`src/rtl/id_bypass_pkg.sv`:
```
`default_nettype none
// +----------------------------------------------------------------------+
// | id_bypass_pkg                                                        |
// | Shared ID-stage definitions: stall bus layout, ID bus width, FSM.    |
// | Revision: 1.0                                                        |
// +----------------------------------------------------------------------+
package id_bypass_pkg;

    localparam int c_stall_w  = 6;
    localparam int c_stall_id = 1;
    localparam int c_stall_ex = 2;

    // {valid, pc}
    localparam int c_id_bus_w = 33;

    typedef enum logic [0:0] {
        ST_RUN  = 1'b0,
        ST_WAIT = 1'b1
    } id_state_e;

    function automatic logic [4:0] inst_rs(input logic [31:0] inst);
        return inst[25:21];
    endfunction

    function automatic logic [4:0] inst_rt(input logic [31:0] inst);
        return inst[20:16];
    endfunction

endpackage
`default_nettype wire

```
`src/rtl/id_bypass_fwd_mux.sv`:
```
`default_nettype none
// +----------------------------------------------------------------------+
// | fwd_mux                                                              |
// | Priority operand bypass: lowest-index matching source wins.          |
// | Revision: 1.0                                                        |
// +----------------------------------------------------------------------+
module fwd_mux #(
    parameter int NUM_FWD = 3,
    parameter int DATA_W  = 32,
    parameter int RADDR_W = 5
) (
    input  logic [RADDR_W-1:0]         i_raddr,
    input  logic [DATA_W-1:0]          i_rf_rdata,
    input  logic [NUM_FWD-1:0]         i_fwd_we,
    input  logic [NUM_FWD-1:0]         i_fwd_pending,
    input  logic [NUM_FWD*RADDR_W-1:0] i_fwd_waddr,
    input  logic [NUM_FWD*DATA_W-1:0]  i_fwd_wdata,
    output logic [DATA_W-1:0]          o_data,
    output logic                       o_pending
);

    logic [NUM_FWD-1:0] w_hit;
    logic               w_zero;

    assign w_zero = (i_raddr == '0);

    generate
        for (genvar i = 0; i < NUM_FWD; i++) begin : g_hit
            assign w_hit[i] = i_fwd_we[i] && !w_zero &&
                              (i_fwd_waddr[i*RADDR_W +: RADDR_W] == i_raddr);
        end
    endgenerate

    // Walk oldest to youngest so the youngest match is the last assignment.
    always_comb begin
        o_data    = w_zero ? '0 : i_rf_rdata;
        o_pending = 1'b0;
        for (int i = NUM_FWD - 1; i >= 0; i--) begin
            if (w_hit[i]) begin
                o_data    = i_fwd_wdata[i*DATA_W +: DATA_W];
                o_pending = i_fwd_pending[i];
            end
        end
    end

endmodule
`default_nettype wire

```
`src/rtl/id_bypass.sv`:
```
`default_nettype none
// +----------------------------------------------------------------------+
// | id_bypass                                                            |
// | ID-stage register, operand bypass and load-use interlock.            |
// | Revision: 1.0                                                        |
// +----------------------------------------------------------------------+
module id_bypass
    import id_bypass_pkg::*;
#(
    parameter int NUM_FWD = 3,
    parameter int DATA_W  = 32,
    parameter int RADDR_W = 5,
    parameter int CNT_W   = 16
) (
    input  logic                       clk,
    input  logic                       rst,
    input  logic [c_stall_w-1:0]       stall,
    input  logic                       flush,
    input  logic                       if_valid,
    input  logic [31:0]                if_pc,
    input  logic [31:0]                inst,
    output logic [RADDR_W-1:0]         rf_raddr1,
    output logic [RADDR_W-1:0]         rf_raddr2,
    input  logic [DATA_W-1:0]          rf_rdata1,
    input  logic [DATA_W-1:0]          rf_rdata2,
    input  logic [NUM_FWD-1:0]         fwd_we,
    input  logic [NUM_FWD-1:0]         fwd_pending,
    input  logic [NUM_FWD*RADDR_W-1:0] fwd_waddr,
    input  logic [NUM_FWD*DATA_W-1:0]  fwd_wdata,
    output logic                       id_valid,
    output logic [31:0]                id_pc,
    output logic [31:0]                id_inst,
    output logic [DATA_W-1:0]          src1_data,
    output logic [DATA_W-1:0]          src2_data,
    output logic                       stallreq,
    output logic [CNT_W-1:0]           stall_cycles
);

    logic [c_id_bus_w-1:0] r_id_bus;
    logic [31:0]           r_inst_hold;
    id_state_e             r_state;
    id_state_e             w_state_nxt;
    logic [CNT_W-1:0]      r_stall_cycles;

    logic [31:0]           w_inst;
    logic                  w_pend1;
    logic                  w_pend2;
    logic                  w_hazard;
    logic                  w_unused_stall;

    assign w_unused_stall = ^{stall[c_stall_w-1:c_stall_ex+1], stall[0]};

    // While waiting, decode from the captured word so the operands cannot shift.
    assign w_inst    = (r_state == ST_WAIT) ? r_inst_hold : inst;
    assign rf_raddr1 = RADDR_W'(inst_rs(w_inst));
    assign rf_raddr2 = RADDR_W'(inst_rt(w_inst));

    fwd_mux #(
        .NUM_FWD (NUM_FWD),
        .DATA_W  (DATA_W),
        .RADDR_W (RADDR_W)
    ) u_fwd_mux_src1 (
        .i_raddr       (rf_raddr1),
        .i_rf_rdata    (rf_rdata1),
        .i_fwd_we      (fwd_we),
        .i_fwd_pending (fwd_pending),
        .i_fwd_waddr   (fwd_waddr),
        .i_fwd_wdata   (fwd_wdata),
        .o_data        (src1_data),
        .o_pending     (w_pend1)
    );

    fwd_mux #(
        .NUM_FWD (NUM_FWD),
        .DATA_W  (DATA_W),
        .RADDR_W (RADDR_W)
    ) u_fwd_mux_src2 (
        .i_raddr       (rf_raddr2),
        .i_rf_rdata    (rf_rdata2),
        .i_fwd_we      (fwd_we),
        .i_fwd_pending (fwd_pending),
        .i_fwd_waddr   (fwd_waddr),
        .i_fwd_wdata   (fwd_wdata),
        .o_data        (src2_data),
        .o_pending     (w_pend2)
    );

    assign w_hazard = r_id_bus[c_id_bus_w-1] && (w_pend1 || w_pend2);
    assign stallreq = w_hazard;

    assign id_valid     = r_id_bus[c_id_bus_w-1];
    assign id_pc        = r_id_bus[31:0];
    assign id_inst      = id_valid ? w_inst : 32'h0;
    assign stall_cycles = r_stall_cycles;

    // A hazard holds the ID register on its own, independent of the stall vector.
    always_ff @(posedge clk) begin
        if (rst || flush) begin
            r_id_bus <= '0;
        end else if (w_hazard) begin
            r_id_bus <= r_id_bus;
        end else if (!stall[c_stall_id]) begin
            r_id_bus <= {if_valid, if_pc};
        end else if (!stall[c_stall_ex]) begin
            r_id_bus <= '0;
        end
    end

    always_ff @(posedge clk) begin
        if (rst) begin
            r_inst_hold <= '0;
        end else if (r_state == ST_RUN) begin
            r_inst_hold <= inst;
        end
    end

    always_ff @(posedge clk) begin
        if (rst) begin
            r_state <= ST_RUN;
        end else begin
            r_state <= w_state_nxt;
        end
    end

    always_comb begin
        w_state_nxt = r_state;
        case (r_state)
            ST_RUN:  if (w_hazard)  w_state_nxt = ST_WAIT;
            ST_WAIT: if (!w_hazard) w_state_nxt = ST_RUN;
            default: w_state_nxt = ST_RUN;
        endcase
        if (flush) begin
            w_state_nxt = ST_RUN;
        end
    end

    always_ff @(posedge clk) begin
        if (rst) begin
            r_stall_cycles <= '0;
        end else if (w_hazard && (r_stall_cycles != '1)) begin
            r_stall_cycles <= r_stall_cycles + CNT_W'(1);
        end
    end

endmodule
`default_nettype wire

```
`config.mk`:
```
export PLATFORM = sky130hd
export DESIGN_NAME = id_bypass
export DESIGN_NICKNAME = d
export VERILOG_FILES = /design/src/rtl/id_bypass_pkg.sv /design/src/rtl/id_bypass_fwd_mux.sv /design/src/rtl/id_bypass.sv
export SDC_FILE = /design/constraint.sdc
export NUM_CORES = 1
export LEC_CHECK = 0
export BUFFER_PORTS_ARGS = -buffer_cell sky130_fd_sc_hd__clkbuf_2
export CAP_MARGIN = 20
export CORE_AREA = 2 2 161 163
export DETAILED_ROUTE_END_ITERATION = 12
export DIE_AREA = 0 0 163 165
export PLACE_DENSITY = 0.58
export REMOVE_ABC_BUFFERS = 1
export SYNTH_ARGS = -nofsm -noshare
export SYNTH_HDL_FRONTEND = slang
export SYNTH_HIERARCHICAL = 1
export SYNTH_SLANG_ARGS = --single-unit
```
`constraint.sdc`:
```
create_clock -name clk -period 7.3 [get_ports clk]
set_clock_uncertainty 0.15 [all_clocks]
set_input_delay 1.46 -clock clk [delete_from_list [all_inputs] [get_ports clk]]
set_output_delay 1.46 -clock clk [all_outputs]
set_load 0.01 [all_outputs]
```
==> impl_metrics.toml, run 1 <==
[finish]
fin_area_um2 = 8490
fillers = 2752
fin_util_pct = 33.9
fin_nets = 1344
drive_gt1_share_pct = 48.2
instances_no_fill = 1426
area_growth_pct = 42.8

[pwr]
internal_power_uw = 932
vdd.ir_drop.worst_mv = 0.113
power_frac_clock_pct = 39.4
p_leak_nw = 3.68
p_total_mw = 1.31
power_switching_uw = 381
pwr-share-comb_pct = 25.0
sw_frac_of_total_pct = 29.0
p_seq_share_pct = 35.6
power_density_nw_per_um2 = 155

[clocking]
post_cts_buffers = 0
cts_max_path_buffers = 2
clock_sinks = 82
root_buffer = "clkbuf_16"
htree_levels = 3
hold_buffers = 0
clock_latency_ps = 330
cts_tree = "done"
clk_pin_slew_ps = 60
ctsResizeCount = 0
cts_buffers = 9

[synth]
synth_commonest_cells = "dfxtp_1, o21ai_0, nand2_1, nor2_1"
yosys.area.top_type = "dfxtp_1"
ys_types = 48
synth_seq_cells = 82
syn_avg_cell_area_um2 = 8.17
synthTopCellsByArea = "dfxtp_1, a221oi_2, o21ai_0"
yosysTopAreaCellShare_pct = 27.6
synth_most_common_cell = "dfxtp_1"
async_reset_ff_share_pct = 0
netlist_instances = 727
ys_seq_area_share_pct = 27.6
yosysWarnings = 6
dominantRegCellSynth = "dfxtp_1"
synth_area_um2 = 5940
synth_edf_count = 0

[timing]
worstMarginPinSlew_ps = 859
period_needed_ps = 6020
fmax_mhz = 166
maxSlewHeadroom_pct = 42.6
grt_setup_unrepaired = "false"
period_share_pct = 82.5
timing.hold.ws_ps = 343
setup_viol = 0
slew_viol_final = 0
hold_viol_final = 0
fin_setup_tns_ps = 0
fin_ws_ps = 1280

[grt]
grt_first_pass_wirelength_um = 39600
grt-ovfl-total = 0
grt_usage_pct = 19.0
grt_pass1_vias = 6987
grt_max_degree = 50
antenna_found_initial = 4

[route]
drtPass1Iterations = 6
wl_um = 27000
drt_iter0_drc = 561
viasPerCell = 4.97
drc = 0
wire_per_inst_um = 18.9
vias = 7094
antenna_left = 0

[floorplan]
die_width_um = 163
start_util_pct = 23.7
die_area_um2 = 26900
core_um2 = 25000
io_pins = 411
rows = 58
die-height_um = 165

[placement]
gp_congestion = 0.920
dp.cells = 1406
portBuffers = 406
pre_cts_slack_ps = 1240
dpl-instance-area_um2 = 8110
hpwlAfterDp_um = 20900

[critical_path]
worst_setup_path_start_kind = "input pin"
cp_data_required_time_ps = 5690
arrival_ps = 4410
end_kind = "primary output"
criticalPathCategory = "input pin to primary output"
critPathMaxFanout = 18

[status]
status = "finished clean"

[job]
cap_violations = 0

[hold_path]
hold_path.class = "flop to flop"
-- power groups by stage --
stage / combinational, mW / sequential, mW / clock, mW
finish: 0.328 / 0.468 / 0.517
global route: 0.355 / 0.469 / 0.552
CTS: 0.328 / 0.468 / 0.535
detailed placement: 0.326 / 0.478 / 0
global placement: 0.325 / 0.478 / 0
floorplan: 0.145 / 0.480 / 0
-- logic make-up (layout without fill, tap and decap cells) --
group | Yosys count | after routing | share of synthesized area [%]
buf+inv | 85 | 451 | 8.17
other cells | 0 | 3 | 0
fa+ha+maj | 1 | 1 | 0.210
xor+xnor | 32 | 32 | 4.72
flops | 82 | 82 | 27.6
mux | 33 | 33 | 5.56
simple gates | 232 | 232 | 19.2
compound gates | 262 | 262 | 34.5
-- path summary, 6_finish.rpt --
path	endpoint	cells after the start	startpoint	slack [ps]
worst max register to register	stall_cycles[9]$_SDFFE_PP0P_	12	r_state$_SDFF_PP0_	2570
worst max-delay path	src2_data[1]	10	inst[18]	1280
worst min register to register	r_inst_hold[15]$_SDFF_PP0_	2	r_inst_hold[15]$_SDFF_PP0_	340
worst min-delay path	r_inst_hold[15]$_SDFF_PP0_	2	r_inst_hold[15]$_SDFF_PP0_	340
-- cells in the final DEF, fill, tap and decap left out, types with 3 or more instances in the layout --
master / instances
clkbuf_2: 406
dfxtp_1: 81
o21ai_0: 77
nand2_1: 75
nor2_1: 70
a221oi_2: 58
o21ai_1: 58
mux2i_1: 33
nor2b_1: 32
a22oi_1: 32
xnor2_1: 22
a21oi_1: 16
buf_4: 15
inv_1: 12
xor2_1: 10
or3_2: 9
clkbuf_16: 9
nand3_1: 8
nand4_1: 7
a221oi_1: 6
o31ai_1: 5
or4_1: 5
nor3_2: 4
diode_2: 3
-- cell type report --
type,instances,area (µm²),share of cell area (%)
multi-input combinational,560,3860,45.5
sequential,82,1640,19.4
clock buffer,11,253,2.98
timing repair buffer,422,2170,25.6
inverter,13,50.0,0.590
antenna,3,7.51,0.0885
tap,330,413,4.87
clock inverter,5,85.1,1.00
-- flip-flops by register name (all words and copies together), names as in the netlist --
| signal | cells |
|---|---|
| r_state | 1 |
| stall_cycles | 16 |
| r_id_bus | 33 |
| r_inst_hold | 32 |
-- routing by layer --
layer	track usage [%]	vias up	share of wire [%]	wire length (µm)
met5	0	-	0.048	13
met4	8.73	2	3.1	843
met3	5.25	43	9.6	2600
met2	31.4	383	48	12900
met1	22.9	3279	39	10600
li1	-	3387	-	-
-- critical path, stage by stage --
cell and delay (ps):
clkbuf_2 110, mux2i_1 270, inv_1 190, xor2_1 200, nor4_1 630, and3b_2 700
buf_4 330, a221oi_1 100, o21ai_0 210, clkbuf_2 190
Power figures use the tool's default switching activity.
==> run 2: changes to the inputs <==
--- a/config.mk
+++ b/config.mk
@@ -7,10 +7,10 @@
 export LEC_CHECK = 0
 export BUFFER_PORTS_ARGS = -buffer_cell sky130_fd_sc_hd__clkbuf_2
 export CAP_MARGIN = 20
-export CORE_AREA = 2 2 161 163
+export CORE_AREA = 2 2 159 161
 export DETAILED_ROUTE_END_ITERATION = 12
-export DIE_AREA = 0 0 163 165
-export PLACE_DENSITY = 0.58
+export DIE_AREA = 0 0 161 163
+export PLACE_DENSITY = 0.59
 export REMOVE_ABC_BUFFERS = 1
 export SYNTH_ARGS = -nofsm -noshare
 export SYNTH_HDL_FRONTEND = slang
==> constraint.sdc (replaced) <==
create_clock -name clk -period 5.9 [get_ports clk]
set_clock_uncertainty 0.15 [all_clocks]
set_input_delay 1.18 -clock clk [delete_from_list [all_inputs] [get_ports clk]]
set_output_delay 1.18 -clock clk [all_outputs]
set_load 0.01 [all_outputs]
==> run 2 against run 1 <==
Compared with the run above:
- first-iteration DRC count rose by 28%
- die area decreased by 2.4%
- via count increased by 1.1%
- sequential power increased by 24%
- wire length down 2.9%
- count of clock-buffer cells in the layout stayed put
- sequential share of layout area is essentially flat
- non-clock buffer count is 4 higher
- cell count grew 0.14%
- setup slack worse by 750 ps
- critical path type is now flop to primary output
- critical endpoint is now src2_data[0]
- largest cell class unchanged
- highest routed layer is now met4
==> impl_metrics.toml, run 2 (synthesis results as in run 1) <==
[status]
status = "finished clean"

[critical_path]
arrival_ps = 4040
cp_data_required_time_ps = 4570
end_kind = "primary output"
criticalPathCategory = "flop to primary output"
critPathMaxFanout = 32
ff2ff_path_depth = 13
worst_setup_path_start_kind = "flop"

[clocking]
hold_buffers = 0
cts_tree = "done"
post_cts_buffers = 0
htree_levels = 3
cts_max_path_buffers = 2
root_buffer = "clkbuf_16"
clock_sinks = 82
clk_pin_slew_ps = 60
cts_buffers = 9
ctsResizeCount = 0
clock_latency_ps = 340

[finish]
largest_reg_flops = 33
regMostFlops = "r_id_bus"
fin_nets = 1348
drive_gt1_share_pct = 48.4
instances_no_fill = 1428
area_growth_pct = 42.9
final_common_cell = "clkbuf_2"
layout_common_cells = "clkbuf_2, dfxtp_1, o21ai_0"

[timing]
worstMarginPinSlew_ps = 1030
fmax_mhz = 186
fin_ws_ps = 530
slew_viol_final = 0
period_needed_ps = 5370
setup_viol = 0
maxSlewHeadroom_pct = 31.2
fin_setup_tns_ps = 0
grt_setup_unrepaired = "false"
hold_viol_final = 0
period_share_pct = 91.0
timing.hold.ws_ps = 341

[floorplan]
core_um2 = 24700
rows = 58
io_pins = 411
die_width_um = 161
die-height_um = 163
die_area_um2 = 26200
start_util_pct = 24.1

[route]
drt_iter0_drc = 718
drtPass1Iterations = 6
antenna_left = 0
drc = 0
viasPerCell = 5.02
vias = 7172
wl_um = 26200
wire_per_inst_um = 18.3

[grt]
grt-ovfl-total = 0
grt_first_pass_wirelength_um = 38700
grt_usage_pct = 18.7
grt_pass1_vias = 6833
grt_max_degree = 50
antenna_found_initial = 1

[pwr]
vdd.ir_drop.worst_mv = 0.127
power_density_nw_per_um2 = 184
p_leak_nw = 3.68

[job]
cap_violations = 0

[hold_path]
hold_path.class = "flop to flop"
min_path_cells = 2

[placement]
dp.cells = 1411
gp_congestion = 0.909
hpwlAfterDp_um = 20300
portBuffers = 406
pre_cts_slack_ps = 560
## run 2: layout make-up
type | count | area [µm²]
Inverter | 13 | 50.0
Fill cell | 2649 | 16200
Timing Repair Buffer | 426 | 2210
Clock inverter | 5 | 61.3
Antenna cell | 1 | 2.50
Tap cell | 330 | 413
Clock buffer | 11 | 253
Sequential cell | 82 | 1640
Multi-Input combinational cell | 560 | 3860
## run 2: worst max-delay path, cell delays in order, from the launching register on
cell and delay [ps]:
dfxtp_2 650, buf_4 320, mux2i_1 290, inv_1 180
xor2_1 190, nor4_1 570, and3b_2 310, buf_4 480
a221oi_1 170, o21ai_0 300, clkbuf_2 210
## run 2: per-layer routing
metal	part of all wire, %	global-route usage [%]	vias to the layer above
met4	3.7	8.08	0
met2	49	31.7	414
met3	9.0	4.76	54
met5	0	0	-
met1	38	22.4	3308
li1	-	-	3396
## run 2: stage by stage
step	area, µm²	power [mW]	utilization [%]
global placement	8180	0.989	33.1
global route	8490	1.64	34.4
floorplan	5510	0.773	-
finish	8490	1.57	34.4
detailed placement	8180	0.991	33.1
CTS	8490	1.59	34.4
## run 2: worst paths after layout
path                         startpoint                      endpoint  slack (ps)
max                  r_state$_SDFF_PP0_                  src2_data[0]         530
min reg2reg  r_inst_hold[30]$_SDFF_PP0_    r_inst_hold[30]$_SDFF_PP0_         340
min          r_inst_hold[30]$_SDFF_PP0_    r_inst_hold[30]$_SDFF_PP0_         340
max reg2reg          r_state$_SDFF_PP0_  stall_cycles[9]$_SDFFE_PP0P_        1540
## run 2: power breakdown
group	internal, mW	switching (mW)
Sequential	0.572	0.00724
Combinational	0.184	0.216
Clock	0.352	0.234
